`config.mk`:
```
export PLATFORM = sky130hd
export DESIGN_NAME = pe_mac_ws
export DESIGN_NICKNAME = d
export VERILOG_FILES = /design/src/rtl/pe_pkg.sv /design/src/rtl/pe_weight_bank.sv /design/src/rtl/pe_mac_ws.sv
export SDC_FILE = /design/constraint.sdc
export NUM_CORES = 1
export LEC_CHECK = 0
export CAP_MARGIN = 20
export CORE_MARGIN = 2
export CORE_UTILIZATION = 59
export CTS_BUF_LIST = sky130_fd_sc_hd__clkbuf_4 sky130_fd_sc_hd__clkbuf_8
export CTS_CLUSTER_SIZE = 12
export DETAILED_ROUTE_END_ITERATION = 10
export GPL_ROUTABILITY_DRIVEN = 0
export PLACE_DENSITY = 0.95
export RECOVER_POWER = 100
export SLEW_MARGIN = 10
export SYNTH_ARGS = -nofsm -noshare
export SYNTH_HDL_FRONTEND = slang
export SYNTH_SLANG_ARGS = --single-unit
```
`constraint.sdc`:
```
create_clock -name CLK -period 6.9 [get_ports CLK]
set_input_delay 1.035 -clock CLK [delete_from_list [all_inputs] [get_ports CLK]]
set_output_delay 1.035 -clock CLK [all_outputs]
set_load 0.03 [all_outputs]
```
`src/rtl/pe_pkg.sv`:
```
// pe_pkg: shared types and helpers for the weight-stationary MAC PE.
//   bank_w()  - width of a bank index, at least 1 bit
//   sat_add() - signed add of two sign-extended operands at a run-time width,
//               returning the saturated or wrapped result plus an overflow bit
package pe_pkg;

  // Widest partial sum the helpers can handle (result word width).
  localparam int MAX_W = 64;

  typedef struct packed {
    logic                    ovf;
    logic signed [MAX_W-1:0] val;
  } add_res_t;

  function automatic int bank_w(input int n);
    return (n > 1) ? $clog2(n) : 1;
  endfunction

  // a and b must already be sign-extended w-bit values, so their sum fits in
  // w+1 bits and a range check equals "bit w differs from bit w-1".
  // The returned word is the w-bit result sign-extended to MAX_W.
  function automatic add_res_t sat_add(input logic signed [MAX_W-1:0] a,
                                       input logic signed [MAX_W-1:0] b,
                                       input int                      w,
                                       input logic                    sat);
    logic signed [MAX_W-1:0] sum;
    logic signed [MAX_W-1:0] hi;
    logic signed [MAX_W-1:0] lo;
    logic signed [MAX_W-1:0] wrapped;
    add_res_t                res;
    sum     = a + b;
    hi      = (64'd1 << (w - 1)) - 64'd1;
    lo      = ~hi;
    wrapped = (sum <<< (MAX_W - w)) >>> (MAX_W - w);
    res.ovf = (sum > hi) || (sum < lo);
    if (res.ovf && sat) res.val = (sum > hi) ? hi : lo;
    else                res.val = wrapped;
    return res;
  endfunction

endpackage

```
`src/rtl/pe_weight_bank.sv`:
```
// pe_weight_bank: NUM_BANKS x W_W weight registers.
//   clk, rst_n        - clock, async active-low reset (clears all banks)
//   load/wr_bank/...  - write port; written value is readable next cycle
//   rd_bank/rd_data   - combinational read port
// Out-of-range bank indices write nothing and read zero.
module pe_weight_bank
  import pe_pkg::*;
#(
  parameter int W_W       = 8,
  parameter int NUM_BANKS = 2,
  parameter int BANK_W    = bank_w(NUM_BANKS)
) (
  input  logic                     clk,
  input  logic                     rst_n,
  input  logic                     load,
  input  logic [BANK_W-1:0]        wr_bank,
  input  logic signed [W_W-1:0]    wr_data,
  input  logic [BANK_W-1:0]        rd_bank,
  output logic signed [W_W-1:0]    rd_data
);

  logic signed [W_W-1:0] mem [NUM_BANKS];

  always_ff @(posedge clk or negedge rst_n) begin
    if (!rst_n) begin
      for (int i = 0; i < NUM_BANKS; i++) mem[i] <= '0;
    end else if (load) begin
      for (int i = 0; i < NUM_BANKS; i++)
        if (int'(wr_bank) == i) mem[i] <= wr_data;
    end
  end

  always_comb begin
    rd_data = '0;
    for (int i = 0; i < NUM_BANKS; i++)
      if (int'(rd_bank) == i) rd_data = mem[i];
  end

endmodule

```
`src/rtl/pe_mac_ws.sv`:
```
// pe_mac_ws: weight-stationary MAC processing element, 3-stage pipeline.
//   CLK, RSTN            - clock, async active-low reset
//   Stall                - freezes S1..S3 (inputs during stall are dropped)
//   Load/LoadBank/weight - weight store write (independent of Stall)
//   Swap / ActBank       - advance / current active bank (independent of Stall)
//   ITop/VTop -> ODown/VDown          - activation in, forwarded after 1 cycle
//   psumLeft  -> psumRight/VRight     - partial sum in (2 cycles after ITop),
//                                       result out 3 cycles after ITop
//   ClrOvf / Ovf         - clear / sticky overflow flag (set wins)
module pe_mac_ws
  import pe_pkg::*;
#(
  parameter int IN_W      = 8,
  parameter int W_W       = 8,
  parameter int PSUM_W    = 24,
  parameter int NUM_BANKS = 2,
  parameter int SAT       = 1,
  localparam int BANK_W   = bank_w(NUM_BANKS)
) (
  input  logic                     CLK,
  input  logic                     RSTN,
  input  logic                     Stall,
  input  logic                     Load,
  input  logic [BANK_W-1:0]        LoadBank,
  input  logic signed [W_W-1:0]    weight,
  input  logic                     Swap,
  input  logic signed [IN_W-1:0]   ITop,
  input  logic                     VTop,
  output logic signed [IN_W-1:0]   ODown,
  output logic                     VDown,
  input  logic signed [PSUM_W-1:0] psumLeft,
  output logic signed [PSUM_W-1:0] psumRight,
  output logic                     VRight,
  input  logic                     ClrOvf,
  output logic                     Ovf,
  output logic [BANK_W-1:0]        ActBank
);

  localparam int PROD_W = IN_W + W_W;

  if (PSUM_W < PROD_W + 1 || PSUM_W >= MAX_W) begin : g_bad_psum_w
    $error("pe_mac_ws: PSUM_W must be >= IN_W+W_W+1 and < %0d", MAX_W);
  end

  logic [BANK_W-1:0]        s1_tag;
  logic signed [W_W-1:0]    w_rd;
  logic signed [PROD_W-1:0] s2_prod;
  logic                     s2_v;
  logic signed [MAX_W-1:0]  prod_ext;
  logic signed [MAX_W-1:0]  left_ext;
  add_res_t                 sum_res;
  logic                     sum_ovf;

  always_ff @(posedge CLK or negedge RSTN) begin
    if (!RSTN) begin
      ActBank <= '0;
    end else if (Swap && NUM_BANKS > 1) begin
      if (int'(ActBank) == NUM_BANKS - 1) ActBank <= '0;
      else                                ActBank <= ActBank + 1'b1;
    end
  end

  // Read is indexed by the S1 tag, so the weight is fetched at the S2 update
  // and a same-cycle Load to that bank is not yet visible.
  pe_weight_bank #(
    .W_W      (W_W),
    .NUM_BANKS(NUM_BANKS),
    .BANK_W   (BANK_W)
  ) u_bank (
    .clk    (CLK),
    .rst_n  (RSTN),
    .load   (Load),
    .wr_bank(LoadBank),
    .wr_data(weight),
    .rd_bank(s1_tag),
    .rd_data(w_rd)
  );

  assign prod_ext = {{(MAX_W-PROD_W){s2_prod[PROD_W-1]}}, s2_prod};
  assign left_ext = {{(MAX_W-PSUM_W){psumLeft[PSUM_W-1]}}, psumLeft};
  assign sum_res  = sat_add(prod_ext, left_ext, PSUM_W, SAT != 0);

  // Bits above PSUM_W are sign copies of the result by construction, so the
  // second term is constant zero; it keeps the whole returned word consumed.
  assign sum_ovf = sum_res.ovf |
                   (sum_res.val[MAX_W-1:PSUM_W] != {(MAX_W-PSUM_W){sum_res.val[PSUM_W-1]}});

  // ODown/VDown double as the S1 data/valid registers.
  always_ff @(posedge CLK or negedge RSTN) begin
    if (!RSTN) begin
      ODown     <= '0;
      VDown     <= 1'b0;
      s1_tag    <= '0;
      s2_prod   <= '0;
      s2_v      <= 1'b0;
      psumRight <= '0;
      VRight    <= 1'b0;
    end else if (!Stall) begin
      ODown     <= ITop;
      VDown     <= VTop;
      s1_tag    <= ActBank;
      s2_prod   <= PROD_W'(ODown) * PROD_W'(w_rd);
      s2_v      <= VDown;
      psumRight <= s2_v ? sum_res.val[PSUM_W-1:0] : psumLeft;
      VRight    <= s2_v;
    end
  end

  always_ff @(posedge CLK or negedge RSTN) begin
    if (!RSTN)                          Ovf <= 1'b0;
    else if (!Stall && s2_v && sum_ovf) Ovf <= 1'b1;
    else if (ClrOvf)                    Ovf <= 1'b0;
  end

endmodule

```
* Word-level counts from Yosys, hierarchy flattened
Cells that the tools add are included.
** Storage, ports and cells
- Register bits :: 70
- Input bits :: 48
- Output and inout port bits :: 36
- Word-level logic and storage cells :: 33
** Operators by class
- Add/sub/neg operators :: 2
- Multiply operators :: 1
- Magnitude comparators :: 2
- Equal/unequal tests :: 1
- Multiplexer cells :: 7
- Bitwise operators :: 2
- Reductions and logical operators :: 7
** Operators by type and width (count)
- 64-bit two-way mux :: 2
- 40-bit inequality test :: 1
- 16-bit by 24-bit adder with 25-bit output :: 1
- 25-bit by 24-bit greater-than comparator with 1-bit output (second input constant) :: 1
- 25-bit by 24-bit < comparator with 1-bit output (second input constant) :: 1
- 24-bit two-way mux :: 1
- 8-bit by 8-bit multiplier with 16-bit output :: 1
- 8-bit two-way mux :: 1
- 2-bit AND reduction :: 2
- 1-bit two-way mux :: 3
- 1-bit logical AND :: 2
- 2-bit nonzero test :: 1
- 1-bit adder (second input constant) :: 1
- 1-bit logical NOT :: 1
- 1-bit logical OR :: 1
- 1-bit NOT :: 1
- 1-bit OR :: 1

* Depth between registers and ports, before layout
Gate-level depths: netlist of the first run.
- Depth in word-level cells :: 8
- Mapped depth :: 20
- Gate-level depth less buffers :: 19

* By module
Synthesis of the first run repeated with hierarchy kept, for this count alone.
** Second synthesis, totals
- Cells, all modules :: 725
- Area, all modules :: 6959.2 um2
** By module, submodules not included
- pe_mac_ws :: times used 1, cells each 681, area an instance 6222.2 um2, seq. area each 1351.3 um2
- pe_weight_bank :: times used 1, cells each 44, area an instance 737.0 um2, seq. area each 400.4 um2

* Worst setup path before layout of the first run
Ideal clock, no wire load.
- Kind :: flip-flop to flip-flop
- Start :: reg s1_tag
- End :: reg s2_prod[15]
- Library setup time :: 0.125 ns
- Arrival time :: 4.887 ns
- Required time :: 6.775 ns
- Path slack :: 1.888 ns
- Stages on the path, launching flop included :: 17
- Path buffers :: 1
- Clock period less this slack :: 5.012 ns
- Cells stage by stage :: dfrtp_1 -> clkbuf_1 -> mux2_2 -> and2_1 -> fa_1 -> fa_1 -> fa_1 -> inv_1 -> fa_1 -> inv_1 -> ha_1 -> or3_1 -> o211a_1 -> a41oi_1 -> a21oi_1 -> xnor2_1 -> mux2_2
** Between the ends
- Cells in the longest elaborated chain, start to end :: 2
** RTL lines
- start, declared :: RTL line pe_mac_ws.sv:45 : logic [BANK_W-1:0] s1_tag;
- start signal, assigned :: RTL line pe_mac_ws.sv:101 : s1_tag <= ActBank;
- 8-bit two-way mux :: RTL line pe_weight_bank.sv:36 : if (int'(rd_bank) == i) rd_data = mem[i];
- 8-bit by 8-bit multiplier with 16-bit output :: RTL line pe_mac_ws.sv:102 : s2_prod <= PROD_W'(ODown) * PROD_W'(w_rd);
- end signal, assigned :: RTL line pe_mac_ws.sv:102
- end, declared :: RTL line pe_mac_ws.sv:47 : logic signed [PROD_W-1:0] s2_prod;
No other way between the ends.
A chain may end at the register's enable or synchronous reset.

* Final worst setup path of the first run
Ends and elaborated chain as after synthesis.

==> out/results.tsv, run 1 <==
metric	value	unit
status	complete, but fails checks	
violated checks	capacitance limit, slew limit	
setup TNS	0	ps
Synth Warn #	0	
commonest non-fill, non-tap cells in the layout	inv_1, a21oi_1, dfrtp_1	
Vias/cell	5.82	
EDFF count, synth	0	
fin crit period	5560	ps
CTS Root Cell	clkbuf_8	
Core Util, Final	69.7	%
syn_nets	899	
clock skew	23.7	ps
Critical Path Source Type	flop	
slowest stage delay, CP	690	ps
Hold-fix buffers, CTS	0	
commonest non-fill, non-tap cell in the layout	inv_1	
critical path depth	17	
RSZ-0062 raised after global routing	no	
Max-cap violations	2	
CTS tree	built	
multi-input logic area	4550	um^2
top_reg_cell synth	dfrtp_1	
CP Max Fanout	9	
syn_area_per_cell	9.09	um^2
CTS resizes	0	
Non-Filler Instances	962	
DRC	0	
total grt overflow	0	
final worst-path cycle share	80.6	%
upper clock frequency limit	180	MHz
WP data required	7160	ps
initial antenna violation count	0	
Worst Tran Pin Value	3750	ps
WHS	499	ps
DIE HEIGHT	111	um
nets	971	
CTS sink count	70	
#FFs+latches synth	70	
Starting Density	59.8	%
Skew-Pair Late Insertion Delay	370	ps
CP endpoint kind	flop	
Area Growth Syn to Fin	16.5	%
Antenna Cells	0	
largest net degree at the start of global routing	71	
DRT iter0 DRCs	394	
Reg2Reg Depth	17	
dpl hpwl	11800	um
dpl cells	946	
Netlist cell types	56	
drt wl/cell	16.7	um
Fillers	843	
Max Slew Vio Count	136	
Buf/Inv on CP	4	
Mapped Area	6740	um^2
Finish-stage setup viols	0	
total track usage	26.4	%
row count	39	
CTS clk-pin slew, worst paths	100	ps
Die Footprint	12300	um^2
Routed Antenna Nets	0	
CP cell instances	mux2i_1, nor2b_1, fa_1, inv_1, fa_1, inv_1, fa_1, inv_1, fa_1, inv_1, ha_1, nand3_1, nand2_1, a41oi_1, a21oi_1, xnor2_1, mux2_2	
Die W	111	um
layout cells sized above 1	7.69	%
hold path depth	2	
Max Root-Sink Buffers	2	
largest cells by area after synthesis	dfrtp_1, fa_1, ha_1, mux2_2, a21oi_1	
final hold vios	0	
IO buf count	83	
first-pass GRT wire length	26600	um
H-tree depth	3	
Top delay family on crit path	adder cells	
number of post-CTS setup repair buffers	0	
Worst path slowest cell	fa_1	
critical path class	flop to flop	
vias in the first global route	5625	
synthesized netlist cell count	742	
register area share after synthesis	26.0	%
async set-reset flop share out of synthesis	100	%
routed vias	5596	
core area	11300	um^2
register area	1750	um^2
I/O pin count	84	
Routed WL	16100	um
worst min-delay path class	flop to flop	
Crit path arrival time	5820	ps
Detailed Routing Iterations Pass 1	5	
largest area contributor in the netlist	dfrtp_1	
Worst slew margin	-150	%
post-synth top area share	26.0	%
Num CTS Buffers	9	
-- per-stage QoR --
step / cell area [um^2] / worst slack [ps]
6_report: 7850 / 1340
2_1_floorplan: 6740 / 1890
4_1_cts: 7870 / 1370
3_5_place_dp: 7640 / 1400
5_1_grt: 7850 / 963
3_3_place_gp: 7640 / 1710
-- per-layer routing --
| layer | global-route usage (%) | vias up | part of all wire (%) |
|---|---|---|---|
| li1 | - | 2626 | - |
| met1 | 34.9 | 2689 | 42 |
| met2 | 44.2 | 238 | 49 |
| met3 | 4.21 | 43 | 6.0 |
| met4 | 9.75 | 0 | 2.6 |
| met5 | 0 | - | 0 |
-- layout make-up --
type	instances	share of cell area (%)
clock buffers	10	1.75
clock inverters	6	1.20
well taps	143	2.28
inverters	86	4.11
flip-flops and latches	70	22.3
multi-input cells	563	57.9
repair buffers	84	10.5
-- cells in the mapped netlist (2+ instances only) --
library cell  number
nor2b_1           40
a21o_1             8
o311a_1            2
buf_1              2
ha_1              53
nor3_1            13
inv_1             86
dfrtp_1           70
fa_1              56
and3_1             7
buf_4              2
a211o_1            2
and2_1            10
nor2_1            69
or2_2              3
mux2i_1            6
a2111oi_0          2
nand2_1           58
xor2_1            12
a31o_2             3
o21a_1             3
o211a_1            2
o21ai_0           26
o211ai_1           5
o31ai_1            6
a31oi_1            2
a211oi_1           3
nand3_1            6
clkbuf_2           2
or3_1              4
buf_6              2
xnor2_1           20
mux2_2            35
clkbuf_1          15
a21oi_1           75
nand2b_1          12
-- registers in the layout, indices dropped and copies added (netlist names) --
| name | flops |
|---|---|
| Ovf | 1 |
| psumRight | 24 |
| ActBank | 1 |
| VRight | 1 |
| u_bank.mem | 16 |
| s1_tag | 1 |
| s2_v | 1 |
| VDown | 1 |
| ODown | 8 |
| s2_prod | 16 |
-- worst min-delay path, stage by stage (launching register included) --
cell,delay [ps]
dfrtp_1,360
nand2_1,50
o21ai_0,60
-- kinds of logic after synthesis --
kind of cell    count (synthesis)  synth area share (%)
simple gates                  227                  16.1
compound gates                154                  14.1
buf+inv                       109                  6.44
fa+ha+maj                     109                  26.5
flops                          70                  26.0
mux                            41                  6.74
xor+xnor                       32                  4.16
-- final timing paths --
check                      startpoint       endpoint  slack (ps)
max                            s1_tag    s2_prod[15]        1340
min reg2reg                s2_prod[9]     s2_prod[9]         500
min in group asynchronous        RSTN  u_bank.mem[3]        1940
max in group asynchronous        RSTN     s2_prod[4]        2810
min                        s2_prod[9]     s2_prod[9]         500
max reg2reg                    s1_tag    s2_prod[15]        1340
Power of run 1 is not shown: default switching activity piles up to over one toggle a cycle in this logic, so the estimate is an artifact.
==> run 2: changes to the inputs <==
==> constraint.sdc (replaced) <==
create_clock -name CLK -period 5.5 [get_ports CLK]
set_input_delay 0.825 -clock CLK [delete_from_list [all_inputs] [get_ports CLK]]
set_output_delay 0.825 -clock CLK [all_outputs]
set_load 0.03 [all_outputs]
==> run 2 against run 1 <==
Effect of this change:
- the flow still finishes with violations (capacitance limit, slew limit)
- clock-buffer cell count up 2
- first-iteration DRC count increased by 12%
- critical endpoint is now s2_prod[14]
- highest routed layer unchanged
- cell area hardly changed
==> out/results.tsv, run 2 (synthesis gave the netlist of run 1 again) <==
metric	value	unit
I/O pin count	84	
RSZ-0062 raised after global routing	no	
Area Growth Syn to Fin	16.4	%
row count	39	
Detailed Routing Iterations Pass 1	5	
worst r2r src	s1_tag	
upper clock frequency limit	192	MHz
Max Slew Vio Count	162	
status	complete, but fails checks	
layout cells sized above 1	8.51	%
vias in the first global route	5618	
Reg2Reg Depth	18	
Starting Density	59.8	%
setup TNS	0	ps
Critical Path Source Type	flop	
largest net degree at the start of global routing	71	
Antenna Cells	0	
r2r setup slk	280	ps
commonest non-fill, non-tap cell in the layout	inv_1	
global route hottest layer	met2	
Top Registers	psumRight: 24 flops, s2_prod: 16 flops, u_bank.mem: 16 flops	
DIE HEIGHT	111	um
DRT iter0 DRCs	440	
Skew-Pair Late Insertion Delay	360	ps
Routed WL	15400	um
multi-input logic area	4560	um^2
met3 Resource Use GR	4.65	%
reg2reg end	s2_prod[14]	
CP endpoint kind	flop	
Worst slew margin	-153	%
Die Footprint	12300	um^2
max FFs per register	24	
commonest non-fill, non-tap cells in the layout	inv_1, a21oi_1, dfrtp_1, nor2_1, nand2_1	
register area	1750	um^2
core area	11300	um^2
Die W	111	um
CTS sink count	70	
CP Launch Point	s1_tag	
CP Max Fanout	9	
final worst-path cycle share	94.9	%
total track usage	25.8	%
Finish-stage setup viols	0	
DRC	0	
IO buf count	83	
Num CTS Buffers	9	
Max Root-Sink Buffers	2	
Top reg by flops	psumRight	
final hold vios	0	
Worst Tran Pin Value	3800	ps
nets	977	
CTS clk-pin slew, worst paths	80	ps
initial antenna violation count	0	
Fillers	840	
critical path class	flop to flop	
Crit path arrival time	5390	ps
first-pass GRT wire length	25900	um
total grt overflow	0	
worst min-delay path class	flop to flop	
violated checks	capacitance limit, slew limit	
GR Util met2	43.2	%
H-tree depth	3	
worst setup path endpoint	s2_prod[14]	
Max-cap violations	3	
WP data required	5670	ps
drt wl/cell	16.0	um
dpl hpwl	11800	um
clock skew	11.0	ps
CTS Root Cell	clkbuf_8	
CTS tree	built	
Routed Antenna Nets	0	
number of post-CTS setup repair buffers	0	
routed vias	5504	
Vias/cell	5.70	
fin crit period	5220	ps
M1 GR Usage	33.8	%
-- run 2: worst max-delay path, cell delays in order, from the launching register on --
cell      delay (ps)
dfrtp_2          540
mux2i_2          470
inv_1            150
fa_1             550
inv_1             50
fa_1             520
inv_1             60
fa_1             470
inv_1             50
fa_1             520
inv_1             40
ha_1             280
o21ai_0          100
a21oi_1          210
o21ai_0          130
a21boi_0         420
o211a_1          260
o21a_1           130
o31ai_1           80
-- run 2: cell type report --
class | instances | share of cell area, %
Clock buffer | 12 | 1.95
Multi-Input combinational cell | 563 | 58.1
Tap cell | 143 | 2.28
Timing Repair Buffer | 90 | 11.1
Clock inverter | 2 | 0.128
Sequential cell | 70 | 22.3
Inverter | 86 | 4.11
-- run 2: what timing repair did --
item | 4_1_cts | 5_1_grt
setup endpoints to repair | 0 | 4
hold buffers | 0 | 0
resized for setup | 0 | 4
-- run 2: worst min-delay path by stage --
stage | startpoint | slack (ps) | cells after the start | endpoint
after floorplan | s2_prod[10] | 460 | 2 | s2_prod[10]
after global placement | VRight | 470 | 2 | VRight
after detailed placement | VRight | 480 | 2 | VRight
after CTS | VRight | 500 | 2 | VRight
after global routing | s2_prod[8] | 530 | 2 | s2_prod[8]
final | VRight | 480 | 2 | VRight
-- run 2: layer usage --
layer,vias to the layer above,share of wire [%]
met5,-,0
met4,0,2.7
met3,35,5.7
met2,180,49
met1,2647,43
li1,2642,-
-- run 2: metrics by stage --
step / instance area (um^2) / worst slack (ps) / util (%) / hold slack (ps) / std cells
after floorplan: 6740 / 488 / - / 456 / 742
after global placement: 7680 / 372 / 68.2 / 467 / 952
after detailed placement: 7680 / 143 / 68.2 / 476 / 952
after CTS: 7850 / 115 / 69.6 / 496 / 966
after global routing: 7850 / 48.8 / 69.6 / 530 / 966
final: 7850 / 281 / 69.6 / 483 / 966
Power of run 2 is left out for the same reason.
